**src/rtl/chain_alloc_arbiter.sv**
```systemverilog
// Arbitrates NUM_PORTS allocation requesters and one release requester onto a shared chain-list allocator.
// Optional: define CHAIN_ARB_FREE_PRIORITY_EN so releases always win over allocations in IDLE.
module chain_alloc_arbiter #(
   parameter int NUM_PORTS = 4,
   parameter int CAPACITY  = 4096
) (
   input  logic                   clk,
   input  logic                   rst,
   input  logic [NUM_PORTS-1:0]   req,
   input  logic [NUM_PORTS*8-1:0] req_size,
   output logic [NUM_PORTS-1:0]   ack,
   output logic [NUM_PORTS-1:0]   nack,
   output logic [11:0]            rsp_addr,
   input  logic                   free_req,
   input  logic [11:0]            free_id,
   input  logic [7:0]             free_size,
   output logic                   free_ack,
   output logic [11:0]            free_addr,
   output logic                   wea,
   output logic [7:0]             w_size,
   input  logic [11:0]            start_write_address,
   output logic                   rea,
   output logic [11:0]            chain_id,
   input  logic [11:0]            start_read_address,
   output logic [12:0]            free_units,
   output logic                   busy
);

   // state   | meaning
   // IDLE    | arbitrate free_req / req
   // ISSUE_A | wea pulse with w_size
   // CAPT_A  | capture start_write_address, debit free_units
   // RESP_A  | schedule ack to granted port
   // ISSUE_F | rea pulse with chain_id
   // CAPT_F  | capture start_read_address, credit free_units
   // RESP_F  | schedule free_ack
   localparam logic [2:0] IDLE    = 3'd0;
   localparam logic [2:0] ISSUE_A = 3'd1;
   localparam logic [2:0] CAPT_A  = 3'd2;
   localparam logic [2:0] RESP_A  = 3'd3;
   localparam logic [2:0] ISSUE_F = 3'd4;
   localparam logic [2:0] CAPT_F  = 3'd5;
   localparam logic [2:0] RESP_F  = 3'd6;

   localparam int PW = (NUM_PORTS > 1) ? $clog2(NUM_PORTS) : 1;

   logic [2:0]           state;
   logic [PW-1:0]        rr_ptr;
   logic [PW-1:0]        gnt_q;
   logic [7:0]           fsize_q;
   logic [NUM_PORTS-1:0] req_v;
   logic                 free_v;
   logic                 found;
   logic [PW-1:0]        gnt;
   logic [PW-1:0]        gnt_inc;
   logic [PW-1:0]        gnt_q_inc;
   logic [7:0]           gnt_size;
   logic                 reject;
   logic [13:0]          fsum;
   logic [12:0]          fsum_sat;
   logic                 free_sel;

   // A port's own ack/nack cycle still shows its req high; do not re-grant it.
   assign req_v  = req & ~(ack | nack);
   assign free_v = free_req & ~free_ack;

   always_comb begin
      found = 1'b0;
      gnt   = '0;
      for (int i = NUM_PORTS - 1; i >= 0; i--) begin
         if (req_v[(int'(rr_ptr) + i) % NUM_PORTS]) begin
            found = 1'b1;
            gnt   = PW'((int'(rr_ptr) + i) % NUM_PORTS);
         end
      end
   end

   always_comb begin
      gnt_size = req_size[int'(gnt)*8 +: 8];
   end

   assign gnt_inc   = (gnt == PW'(NUM_PORTS - 1)) ? '0 : gnt + 1'b1;
   assign gnt_q_inc = (gnt_q == PW'(NUM_PORTS - 1)) ? '0 : gnt_q + 1'b1;
   assign reject    = (gnt_size == 8'd0) || ({5'd0, gnt_size} > free_units);
   assign fsum      = {1'b0, free_units} + {6'd0, fsize_q};
   assign fsum_sat  = (fsum > 14'(CAPACITY)) ? 13'(CAPACITY) : fsum[12:0];
   assign busy      = (state != IDLE);

`ifdef CHAIN_ARB_FREE_PRIORITY_EN
   assign free_sel = free_v;
`else
   logic free_pri;

   // Alternate priority only matters when both kinds are pending together.
   always_ff @(posedge clk) begin
      if (rst) begin
         free_pri <= 1'b1;
      end else if (state == IDLE) begin
         if (free_sel)   free_pri <= 1'b0;
         else if (found) free_pri <= 1'b1;
      end
   end

   assign free_sel = free_v & (free_pri | ~found);
`endif

   always_ff @(posedge clk) begin
      if (rst) begin
         state      <= IDLE;
         rr_ptr     <= '0;
         gnt_q      <= '0;
         fsize_q    <= '0;
         ack        <= '0;
         nack       <= '0;
         free_ack   <= 1'b0;
         wea        <= 1'b0;
         rea        <= 1'b0;
         w_size     <= '0;
         chain_id   <= '0;
         rsp_addr   <= '0;
         free_addr  <= '0;
         free_units <= 13'(CAPACITY);
      end else begin
         ack      <= '0;
         nack     <= '0;
         free_ack <= 1'b0;
         wea      <= 1'b0;
         rea      <= 1'b0;
         case (state)
            IDLE: begin
               if (free_sel) begin
                  fsize_q  <= free_size;
                  chain_id <= free_id;
                  rea      <= 1'b1;
                  state    <= ISSUE_F;
               end else if (found) begin
                  if (reject) begin
                     nack   <= NUM_PORTS'(1) << gnt;
                     rr_ptr <= gnt_inc;
                  end else begin
                     gnt_q  <= gnt;
                     w_size <= gnt_size;
                     wea    <= 1'b1;
                     state  <= ISSUE_A;
                  end
               end
            end
            ISSUE_A: state <= CAPT_A;
            CAPT_A: begin
               rsp_addr   <= start_write_address;
               free_units <= free_units - {5'd0, w_size};
               state      <= RESP_A;
            end
            RESP_A: begin
               ack    <= NUM_PORTS'(1) << gnt_q;
               rr_ptr <= gnt_q_inc;
               state  <= IDLE;
            end
            ISSUE_F: state <= CAPT_F;
            CAPT_F: begin
               free_addr  <= start_read_address;
               free_units <= fsum_sat;
               state      <= RESP_F;
            end
            RESP_F: begin
               free_ack <= 1'b1;
               state    <= IDLE;
            end
            default: state <= IDLE;
         endcase
      end
   end

endmodule

```
**config.mk**
```make
export PLATFORM = sky130hd
export DESIGN_NAME = chain_alloc_arbiter
export DESIGN_NICKNAME = d
export VERILOG_FILES = /design/src/rtl/chain_alloc_arbiter.sv
export SDC_FILE = /design/constraint.sdc
export NUM_CORES = 1
export LEC_CHECK = 0
export ABC_AREA = 1
export CAP_MARGIN = 5
export CORE_MARGIN = 8
export CORE_UTILIZATION = 43
export DETAILED_ROUTE_END_ITERATION = 12
export PLACE_DENSITY = 0.83
export SYNTH_ARGS = -nofsm -noshare
export SYNTH_HDL_FRONTEND = slang
export SYNTH_SLANG_ARGS = --single-unit
```
**constraint.sdc**
```tcl
create_clock -name clk -period 3.8 [get_ports clk]
set_clock_uncertainty 0.1 [all_clocks]
set_input_delay 1.14 -clock clk [delete_from_list [all_inputs] [get_ports clk]]
set_output_delay 1.14 -clock clk [all_outputs]
set_load 0.02 [all_outputs]
```
; ---- Word level (Yosys, flattened, before mapping)
; Cells that the tools add are included.
[classes]
shift = 3
n_addsub = 7
bitwise_logic = 15
n_lt_le_gt_ge = 6
n_eq_ne = 13
muxes = 36
reduce_logical = 19
[ops]
columns = operator, count
row1 = $shiftx A32 B6 Y8, 1
row2 = $pmux W13 S2, 1
row3 = $mux W2, 9
row4 = $mux W1, 16
row5 = $pmux W3 S5, 1
row6 = $add A13 B8 Y14, 1
row7 = $gt A14 B13 Y1 const B, 1
row8 = $gt A8 B13 Y1, 1
row9 = $mux W13, 1
row10 = $sub A13 B8 Y13, 1
row11 = $lt A3 B4 Y1 const B, 3
row12 = $reduce_or A2 Y1, 5
row13 = $eq A3 B3 Y1 const B, 3
row14 = $mux W3, 3
row15 = $bmux W1 S2, 4
row16 = $logic_not A8 Y1, 1
row17 = $reduce_and A4 Y1, 2
row18 = $shl A1 B2 Y4 const A, 2
row19 = $add A2 B1 Y2 const B, 3
row20 = $eq A3 B2 Y1 const B, 2
row21 = $ne A2 B2 Y1 const B, 3
row22 = $ne A3 B3 Y1 const B, 2
row23 = $not A1 Y1, 6
row24 = $reduce_and A2 Y1, 3
row25 = 17 further kinds, 24
[word_totals]
elab_cells = 114
register_bits = 84
output_inout_bits = 69
inputBits = 83

; ---- Longest topological paths before layout
; Gate-level depths: netlist (run 1).
[depth]
depth_word = 17
mapped_depth = 27
ltp_nobuf = 25

; ---- Least setup slack after synthesis (run 1)
; OpenSTA, ideal clock, no wires.
[synth_path]
kind = input to register
from = in req[2]
to = reg gnt_q[0]
setup_slack_ns = 0.018
t_arrival_ns = 3.616
path_stages = 24
n_path_buf = 2
cell_sequence = nand3_1 > nand2_1 > nand2_1 > nand2_2 > inv_2 > nand2_4 > nand2_2 > nand2_4 > nand2_4 > buf_6 > nand2_1 > nand3_1 > nand2_1 > inv_1 > ha_1 > a21oi_1 > o221ai_1 > nand3_1 > a21boi_0 > o221ai_1 > a21boi_2 > buf_6 > nand3_1 > a21oi_2
[synth_via]
elab_chain_len = 13
elab_cells_between_ends = 30
classes_between = order compare: 1 / shift: 1 / mux: 19 / bitwise: 6 / reduce/logical: 3
[synth_rtl]
columns = element, line
row1 = from (decl), 9  ; input logic [NUM_PORTS-1:0] req,
row2 = $and A4 B4 Y4 *, 64  ; assign req_v = req & ~(ack | nack);
row3 = $bmux W1 S2, 71  ; if (req_v[(int'(rr_ptr) + i) % NUM_PORTS]) begin
row4 = $mux W1 (implied by the code) (2 in series), 71
row5 = $mux W2 (3 in series), 71
row6 = $mux W2 *, 71
row7 = $shiftx A32 B6 Y8 *, 79  ; gnt_size = req_size[int'(gnt)*8 +: 8];
row8 = net gnt_size[2], 57  ; logic [7:0] gnt_size;
row9 = $gt A8 B13 Y1 or $logic_not A8 Y1 (tied branches), 84  ; assign reject = (gnt_size == 8'd0) || ({5'd0, gnt_size} > free_units);
row10 = $logic_or A1 B1 Y1 *, 84
row11 = $not A1 Y1 (no source line) *, n/a
row12 = $reduce_and A4 Y1 (no source line) *, n/a
row13 = to (signal assigned), 141  ; gnt_q <= gnt;
row14 = to (decl), 49  ; logic [PW-1:0] gnt_q;
; Mark *: on every way through the listed nets, which the timed path passes. The rest lies on a longest branch. The select of a mux whose other input is x is not followed.
; A chain may end at the register's enable or synchronous reset.

; ---- Worst setup path in the final report (run 1)
[layout_path]
from = in req[0]
to = reg gnt_q[0]
; Same word-level chain as after synthesis.

==> summary.md, run 1 <==
| Metric | Value |
|---|---|
| TritonCTS clock tree | `done` |
| Syn nets | `828` |
| DRC Markers | `0` |
| Worst-Margin Slew | `0.704 ns` |
| Commonest non-fill, non-tap cell in the layout | `clkdlybuf4s50_1` |
| Max Fclk | `0.269 GHz` |
| Distinct cells, synth | `40` |
| Area share of and/or/nand/nor cells after synthesis | `29.4%` |
| Largest net degree at the start of global routing | `35` |
| Boundary pin count | `152` |
| Root buffer cell | `clkbuf_16` |
| Number of synthesized flops with an enable pin | `0` |
| Initial detailed-routing violation count | `395` |
| Worst-case hold slack | `0.347 ns` |
| Slowest stage delay, CP | `0.26 ns` |
| First-pass GRT wire length | `23500 um` |
| Post-DR wirelength/cell | `15.0 um` |
| Router iterations before antenna repair | `5` |
| Synth Area in Compound Gates | `16.3%` |
| Multiplexer share of the synthesized area | `0%` |
| Final HPWL DP | `10900 um` |
| VDD IR-drop max | `0.000517 V` |
| Vias in the first global route | `5151` |
| Power Density | `926 mW/mm^2` |
| Die area | `0.0151 sq mm` |
| Critical-path maximum fanout | `11` |
| Seq/Total Area, Yosys | `34.2%` |
| Post-route ant nets | `0` |
| Status | `complete, no violations` |
| GP Congestion | `0.846` |
| Power, Total | `6.74 mW` |
| PortBufs | `151` |
| Post-layout util | `64.3%` |
| XOR/XNOR Fraction of Synth Area | `2.11%` |
| Crit end category | `register` |
| Critical Path, Cell by Cell | `clkbuf_2, nand3_2, nand2_2, nand2_2, nand2_2, inv_2, nand2_4, nand2_4, nand2_8, nand2_4, nand2_1, nand3_1, nand2_1, inv_2, ha_4, nand4_1, o221ai_2, nand3_1, a21boi_2, o221ai_2, buf_4, nand3_4, nand2_1, a21oi_2` |
| Nets | `998` |
| Placed cell count | `1007` |
| Crit path kind | `in -> reg` |
| Max transition margin | `53.0%` |
| Syn_area_per_cell | `6.87 sq um` |
| Final worst-path cycle share | `97.8%` |
| Max cap viols | `0` |
| Most used DFF post-synth | `dfxtp_1` |
| Grt ovf | `0` |
| Reg clk slew, reported paths | `0.06 ns` |
| Starting Density | `43.5%` |
| Die width | `123 um` |
| Cell Count, Final, Fillers Out | `1035` |
| Post-synth top area share | `34.2%` |
| Final WS setup | `0.0838 ns` |
| Post-Synthesis Cell Area | `0.00492 sq mm` |
| Largest cells by area after synthesis | `dfxtp_1 34%, nand2_1 10%, nand3_1 8.2%` |
| Max Transition Viols Final | `0` |
| Initial antenna violation count | `0` |
| Synth Warn # | `0` |
| CTS Buf Count | `9` |
| Leakage power | `3.09 nW` |
| Synth Area in Adders | `7.42%` |
| Final hold vios | `0` |
| H-Tree Depth | `3` |
| Layout cells sized above 1 | `14.5%` |
| CP Data Required Time | `3.97 ns` |
| Crit path time final | `3.72 ns` |
| # rows | `39` |
| CTS sink count | `84` |
| # diodes | `0` |
| CP startpoint kind | `primary input` |
| Core area | `0.0113 sq mm` |
| R2r startpoint | `rr_ptr[0]` |
| Largest family of logic cells by synthesized area | `simple AND/OR/NAND/NOR gates` |
| Pre-CTS setup slack | `-0.730 ns` |
| Hold Startpoint | `rsp_addr[5]` |
| Slowest cell on the critical path | `ha_4` |
| Area Growth Syn to Fin | `47.9%` |
| GRT Util Overall | `19.0%` |
| Vias/cell | `5.24` |
| Cells after Synth | `717` |
| Via count | `5423` |
| Final setup fails | `0` |
| CTS Buffer Depth | `2` |
| Fillers | `943` |
| Synth async-reset ratio | `0%` |
| Routed Wire Length | `15500 um` |
| Die Ht | `123 um` |
| Yosys top cell by area | `dfxtp_1` |
| Worst setup path start | `req[0]` |
| #FFs+latches synth | `84` |
| Worst skew pair latency | `0.33 ns` |
| Most frequent cells in the layout | `147 x clkdlybuf4s50_1, 119 x nand2_1, 83 x dfxtp_1` |
| HP Class | `reg -> reg` |
| Critical Path AT | `3.88 ns` |
cells by family (layout without fill, tap and decap cells):
| logic type | after synthesis | in the layout |
|---|---|---|
| compound gates | 150 | 150 |
| xor+xnor | 11 | 11 |
| fa+ha+maj | 28 | 28 |
| buf+inv | 118 | 290 |
| flops | 84 | 84 |
| simple gates | 326 | 329 |
cell type report:
cell class              instances  area (sq um)  area share (%)
multi-input cells             518          2970            40.8
repair buffers                191          1800            24.8
flip-flops and latches         84          1680            23.1
inverters                      83           312            4.28
clock buffers                  11           253            3.47
well taps                     143           179            2.46
clock inverters                 5          82.6            1.13
metal layers:
layer	up-vias	global-route usage, %	part of all wire (%)
met5	-	0	0
met4	0	6.62	3.2
met3	48	5.89	8.8
met2	206	31.8	47
met1	2469	22.7	41
li1	2700	-	-
worst max-delay path: cells and delay by family:
family / cells / cell delay [ns]
simple gates: 15 / 1.51
compound gates: 4 / 0.57
buf+inv: 4 / 0.39
fa+ha+maj: 1 / 0.26
power breakdown:
| part | total [mW] | switching, mW | internal [mW] |
|---|---|---|---|
| Combinational | 4.38 | 2.51 | 1.87 |
| Sequential | 1.39 | 0.254 | 1.14 |
| Clock | 0.974 | 0.360 | 0.614 |
| Total | 6.74 | 3.12 | 3.62 |
synthesized netlist by cell type, types with 2 or more instances:
cell and n:
a31oi_1 2, buf_2 5, or2_2 3, a21oi_1 80, fa_1 2, ha_1 26
xor2_1 6, nand2_2 9, xnor2_1 4, nand2_1 132, buf_6 7, dfxtp_1 84
inv_2 4, nand3_2 3, o21a_1 3, nor2_1 78, nand3b_1 2, nor3_1 3
nand3_1 81, o31ai_1 3, nand2_4 3, inv_1 79, nor2_2 2, nand4_1 8
o21ai_0 52, o221ai_1 4, clkbuf_1 19
metrics by stage:
stage / cell area, sq um / TNS, ns
6_report: 7280 / 0
5_1_grt: 7280 / -1.68
4_1_cts: 7100 / 0
3_5_place_dp: 6640 / -12.53
3_3_place_gp: 6640 / -9.77
2_1_floorplan: 4920 / 0
flip-flops by register name (all words and copies together), names as in the netlist:
signal	flops
fsize_q	8
rea	1
rsp_addr	12
chain_id	12
nack	4
free_ack	1
state	3
free_addr	12
ack	4
free_units	13
w_size	8
gnt_q	2
free_pri	1
rr_ptr	2
wea	1
repair_timing:
| item | CTS | global route |
|---|---|---|
| hold endpoints to repair | 0 | 0 |
| pin swaps | 11 | 23 |
| hold buffers | 0 | 0 |
| endpoints found under the setup margin | 18 | 18 |
| gates cloned | 2 | 1 |
| setup buffers | 3 | 6 |
| gates resized for setup | 24 | 40 |
path summary, 6_finish.rpt:
path	cells past startpoint	end	slack (ns)
worst min-delay path	2	rsp_addr[5]	0.35
worst min register to register	2	rsp_addr[5]	0.35
worst max-delay path	24	gnt_q[0]	0.08
worst max register to register	22	gnt_q[0]	0.29
No activity file was read; power rests on OpenSTA's default activity.
==> run 2: changes to the inputs <==
--- a/config.mk
+++ b/config.mk
@@ -14,3 +14,4 @@
 export SYNTH_ARGS = -nofsm -noshare
 export SYNTH_HDL_FRONTEND = slang
 export SYNTH_SLANG_ARGS = --single-unit
+export TNS_END_PERCENT = 50
==> results of run 2 <==
The final DEF is identical to that of run 1; final timing and power are the same.
